<file path="src/rtl/zbt_arbiter.sv">
// ZBT SRAM port arbiter: display reads, external writes and a clear sweep
// share one registered SRAM port, with starvation relief for the write side.
module zbt_arbiter #(
  parameter int          LAT         = 2,
  parameter int          STARVE_MAX  = 8,
  parameter logic [35:0] CLEAR_VALUE = 36'hFFFFFFFFF,
  parameter logic [18:0] CLEAR_LAST  = 19'h7FFFF
) (
  input  logic        clk,
  input  logic        reset,
  input  logic        rd_req,
  input  logic [18:0] rd_addr,
  output logic        rd_ack,
  output logic [35:0] rd_data,
  output logic        rd_valid,
  input  logic        wr_valid,
  input  logic [18:0] wr_addr,
  input  logic [35:0] wr_data,
  output logic        wr_ready,
  input  logic        clear_start,
  output logic        clear_busy,
  output logic        clear_done,
  output logic [18:0] zbt_addr,
  output logic        zbt_we,
  output logic [35:0] zbt_wr_data,
  input  logic [35:0] zbt_rd_data
);

  localparam int SW = $clog2(STARVE_MAX + 1);

  typedef enum logic [1:0] {
    IDLE  = 2'd0,
    CLEAR = 2'd1,
    DONE  = 2'd2
  } state_t;

  state_t        state;
  state_t        state_nx;
  logic [SW-1:0] starve_cnt;
  logic [18:0]   clr_addr;
  logic [LAT:0]  vpipe;

  logic          wr_pend;
  logic          force_wr;
  logic          rd_gnt;
  logic          wr_gnt;
  logic [18:0]   src_addr;
  logic [35:0]   src_data;

  // Write side is forced once it has waited STARVE_MAX cycles
  always_comb begin
    wr_pend  = clear_busy | wr_valid;
    force_wr = wr_pend & (starve_cnt == SW'(STARVE_MAX));
    rd_gnt   = ~reset & rd_req & ~force_wr;
    wr_gnt   = ~reset & wr_pend & (~rd_req | force_wr);
    src_addr = clear_busy ? clr_addr : wr_addr;
    src_data = clear_busy ? CLEAR_VALUE : wr_data;
  end

  assign rd_ack   = rd_gnt;
  assign wr_ready = ~reset & ~clear_busy & (~rd_req | force_wr);
  assign rd_data  = zbt_rd_data;
  assign rd_valid = vpipe[LAT];

  always_ff @(posedge clk or posedge reset) begin
    if (reset) begin
      state <= IDLE;
    end else begin
      state <= state_nx;
    end
  end

  always_comb begin
    state_nx = state;
    unique case (state)
      IDLE:    if (clear_start) state_nx = CLEAR;
      CLEAR:   if (wr_gnt && clr_addr == CLEAR_LAST) state_nx = DONE;
      DONE:    state_nx = IDLE;
      default: state_nx = IDLE;
    endcase
  end

  always_comb begin
    clear_busy = (state == CLEAR);
    clear_done = (state == DONE);
  end

  always_ff @(posedge clk or posedge reset) begin
    if (reset) begin
      clr_addr <= '0;
    end else if (state == IDLE && clear_start) begin
      clr_addr <= '0;
    end else if (clear_busy && wr_gnt && clr_addr != CLEAR_LAST) begin
      clr_addr <= clr_addr + 19'd1;
    end
  end

  always_ff @(posedge clk or posedge reset) begin
    if (reset) begin
      starve_cnt <= '0;
    end else if (!wr_pend || wr_gnt) begin
      starve_cnt <= '0;
    end else begin
      starve_cnt <= starve_cnt + SW'(1);
    end
  end

  always_ff @(posedge clk or posedge reset) begin
    if (reset) begin
      zbt_addr    <= '0;
      zbt_we      <= 1'b0;
      zbt_wr_data <= '0;
    end else if (rd_gnt) begin
      zbt_addr    <= rd_addr;
      zbt_we      <= 1'b0;
    end else if (wr_gnt) begin
      zbt_addr    <= src_addr;
      zbt_we      <= 1'b1;
      zbt_wr_data <= src_data;
    end else begin
      zbt_we      <= 1'b0;
    end
  end

  always_ff @(posedge clk or posedge reset) begin
    if (reset) begin
      vpipe <= '0;
    end else begin
      vpipe <= (vpipe << 1) | (LAT+1)'(rd_gnt);
    end
  end

endmodule
</file>
<file path="config.mk">
export PLATFORM = sky130hd
export DESIGN_NAME = zbt_arbiter
export DESIGN_NICKNAME = d
export VERILOG_FILES = /design/src/rtl/zbt_arbiter.sv
export SDC_FILE = /design/constraint.sdc
export NUM_CORES = 1
export LEC_CHECK = 0
export ABC_AREA = 1
export ABC_CLOCK_PERIOD_IN_PS = 5400
export CELL_PAD_IN_SITES_DETAIL_PLACEMENT = 1
export CELL_PAD_IN_SITES_GLOBAL_PLACEMENT = 1
export CORE_MARGIN = 1.5
export CORE_UTILIZATION = 29
export DETAILED_ROUTE_END_ITERATION = 10
export GPL_ROUTABILITY_DRIVEN = 0
export PLACE_DENSITY_LB_ADDON = 0.15
export SLEW_MARGIN = 10
export SYNTH_ARGS = -nofsm -noshare
export SYNTH_HDL_FRONTEND = slang
export SYNTH_SLANG_ARGS = --single-unit
</file>
<file path="constraint.sdc">
create_clock -name clk -period 5.4 [get_ports clk]
set_input_delay 1.35 -clock clk [delete_from_list [all_inputs] [get_ports clk]]
set_output_delay 1.35 -clock clk [all_outputs]
set_load 0.02 [all_outputs]
</file>
==> reports/results.tsv <==
stage	metric	value	unit
run_status	status	complete, no violations	
route	drt_drc_violations_left	0	
cts	cts_tree	built	
timing	finalSetupViolCount	0	
route	routed_via_density	4.66	
critical_path	worstSetupEndpoint	rd_ack	
timing	period_share	79.6	%
critical_path	cpPeakStageDelay	0.66	ns
timing	hold_viol	0	
critical_path	slowest_stage	clkdlybuf4s50_1	
global_routing	grt_pass1_wl	22300	µm
critical_path	r2r_start	state[1]$_DFFE_PP0P_	
power_and_ir_drop	power_density	338	nW/µm²
yosys	synth_warnings	0	
final_layout	mostFrequentLayoutCells	145 x nand2_1, 139 x clkdlybuf4s50_1, 84 x dfrtp_1	
timing	post-route-min-period	4.30	ns
route	drt-total-wl	13900	µm
route	postRouteAntennaNets	0	
critical_path	rrSetupSlack	3.11	ns
global_routing	gr-usage-met2	27.1	%
job	cap_violations	0	
final_layout	drive_above_1_share	9.82	%
final_layout	nets	785	
cts	cts_resized	0	
route	via_count	4136	
critical_path	worstRegToRegCells	8	
global_routing	globalRouteMet3Util	4.88	%
timing	max_freq	0.233	GHz
timing	max_slew_margin	31.1	%
route	dr.pass1.iters	4	
floorplanning	core	15800	µm²
yosys	synth.yosys.seq_area_share	45.1	%
timing	worstMarginPinSlew	1.03	ns
global_routing	grt_overflow	0	
cts	root_buffer	clkbuf_16	
critical_path	required	4.05	ns
place	io_buffers	139	
place	placed_cell_area	5890	µm²
cts	h-tree-depth	3	
critical_path	r2r-end	clr_addr[1]$_DFFE_PP0P_	
final_layout	diodes	0	
critical_path	worst-setup-path-type	in2out	
timing	rsz0062_at_grt	false	
critical_path	cp-start-kind	primary input	
cts	numCtsBuffers	9	
floorplanning	std_cell_rows	46	
critical_path	cp-end-kind	output port	
global_routing	grt_max_degree	75	
final_layout	fin_area	6200	µm²
yosys	synth_fp_nets	695	
critical_path	cp.depth	7	
critical_path	crit_arrival	2.95	ns
final_layout	area_growth_syn_to_layout	33.0	%
critical_path	critPathBufInv	4	
yosys	syn_avg_cell_area	8.08	µm²
critical_path	crit_fanout	7	
cts	clk_path_buf_depth	2	
global_routing	grt_pass1_vias	4297	
route	routedWlPerCell	15.7	µm
cts	postCtsSetupBuffers	0	
floorplanning	die-width	130	µm
yosys	ys_seq_elements	84	
critical_path	path_delay_family	buffers and inverters	
power_and_ir_drop	p_leak	0.00283	µW
critical_path	startpoint	wr_valid	
route	detail_route.iter0.violations	215	
timing	fin_tns_setup	0	ns
cts	clock-sinks	84	
cts	clkLatencyLatePin	0.34	ns
yosys	ys_types	32	
global_routing	track_usage	16.9	%
final_layout	layout_commonest_cell	nand2_1	
cts	path_clk_slew	0.07	ns
yosys	yosysTopAreaCellShare	45.1	%
global_routing	grt-busiest-layer	met2	
floorplanning	start_util	29.5	%
yosys	synth_top_area_cell	dfrtp_1	
critical_path	worstPathCellList	clkdlybuf4s50_1 -> inv_1 -> nand2_4 -> nand2_4 -> nand3_2 -> inv_1 -> clkdlybuf4s50_1	
final_layout	fillCellCount	1926	
timing	drv_slew	0	
yosys	syn-cell-area	4660	µm²
cts	hold_buffers	0	
power_and_ir_drop	vdd_ir_drop_max	0.153	mV
min_path	hp-class	reg2reg	
yosys	synthTopCellsByArea	dfrtp_1 45%, nand2_1 12%, buf_4 6.4%, o21ai_0 5.4%, nor2_1 5.2%	
timing	clock-skew-final	0.00622	ns
place	dp_hpwl	10100	µm
global_routing	antenna_found_initial	0	
yosys	synthesis.instances	577	
floorplanning	pin_count	212	
floorplanning	dieArea	16800	µm²
floorplanning	die_y	130	µm
global_routing	use_met1	22.2	%
[state kept, by name, summed over array words and instances (netlist names)]
name and count:
clr_addr 19, starve_cnt 4, state 2, vpipe 3, zbt_addr 19, zbt_we 1
zbt_wr_data 36
[layer usage]
layer / part of all wire (%) / vias to the layer above
met1: 45 / 1977
met2: 47 / 136
met4: 1.1 / 0
li1: - / 2008
met3: 6.9 / 15
met5: 0 / -
[per-stage QoR]
| stage | total power [µW] | setup slack, ns | std cells | utilization, % | hold WS, ns |
|---|---|---|---|---|---|
| detailed placement | 1480 | 1.09 | 872 | 37.4 | 0.341 |
| finish | 2090 | 1.10 | 888 | 39.3 | 0.354 |
| CTS | 2130 | 1.08 | 888 | 39.3 | 0.358 |
| global route | 2210 | 0.990 | 888 | 39.3 | 0.365 |
| global placement | 1460 | 1.11 | 872 | 37.4 | 0.334 |
| floorplan | 1200 | 0.169 | 577 | - | 0.331 |
[power by group]
part / internal (µW) / total (µW) / switching (µW)
Combinational: 290 / 635 / 345
Clock: 373 / 642 / 269
Sequential: 741 / 818 / 77.4
Total: 1400 / 2090 / 691
[cells in the mapped netlist]
cell / number
nand3_4: 1
nand3b_1: 1
inv_2: 4
o21ai_2: 10
nand2_2: 5
nand2_1: 145
nand4_1: 13
buf_6: 6
xor2_1: 6
buf_2: 8
nor3_1: 1
nand3_2: 12
clkinv_2: 1
nor2_4: 3
a21oi_1: 5
buf_12: 1
dfrtp_1: 84
buf_1: 2
nor2_2: 2
nor2_1: 64
a21oi_4: 1
inv_4: 1
nand2_4: 5
clkbuf_1: 7
o21ai_0: 50
xnor2_1: 1
buf_4: 40
ha_1: 3
o21ai_1: 28
clkbuf_2: 1
nand3_1: 39
inv_1: 27
[worst reg2reg max path: stages, from the launching register on]
cell     delay, ns
dfrtp_1       0.38
inv_2         0.08
nand2_4       0.10
inv_2         0.41
buf_4         0.53
nand3_1       0.26
nor2_4        0.30
nand2_1       0.08
nand2_1       0.08
[layout make-up]
class / instances / area (µm²) / share of cell area [%]
repair buffers: 144 / 1430 / 23.1
flip-flops and latches: 84 / 2100 / 33.9
clock buffers: 11 / 243 / 3.92
inverters: 33 / 129 / 2.08
well taps: 216 / 270 / 4.36
clock inverters: 5 / 61.3 / 0.989
multi-input cells: 395 / 1960 / 31.7
[cell families (layout without fill, tap and decap cells)]
kind of cell | after synthesis | count (layout) | share of synthesized area (%)
simple gates | 291 | 291 | 28.9
compound gates | 94 | 94 | 11.1
xor+xnor | 7 | 7 | 1.32
buf+inv | 98 | 193 | 12.8
fa+ha+maj | 3 | 3 | 0.806
flops | 84 | 84 | 45.1
[worst min path at each step]
stage / startpoint / slack, ns / cells after the start / to
4_1_cts: vpipe[0]$_DFF_PP0_ / 0.36 / 0 / vpipe[1]$_DFF_PP0_
6_report: vpipe[0]$_DFF_PP0_ / 0.35 / 0 / vpipe[1]$_DFF_PP0_
5_1_grt: vpipe[1]$_DFF_PP0_ / 0.36 / 0 / vpipe[2]$_DFF_PP0_
3_5_place_dp: vpipe[1]$_DFF_PP0_ / 0.34 / 0 / vpipe[2]$_DFF_PP0_
3_3_place_gp: vpipe[1]$_DFF_PP0_ / 0.33 / 0 / vpipe[2]$_DFF_PP0_
2_1_floorplan: vpipe[0]$_DFF_PP0_ / 0.33 / 0 / vpipe[1]$_DFF_PP0_
Note: power is estimated with default switching activity, not from simulation.
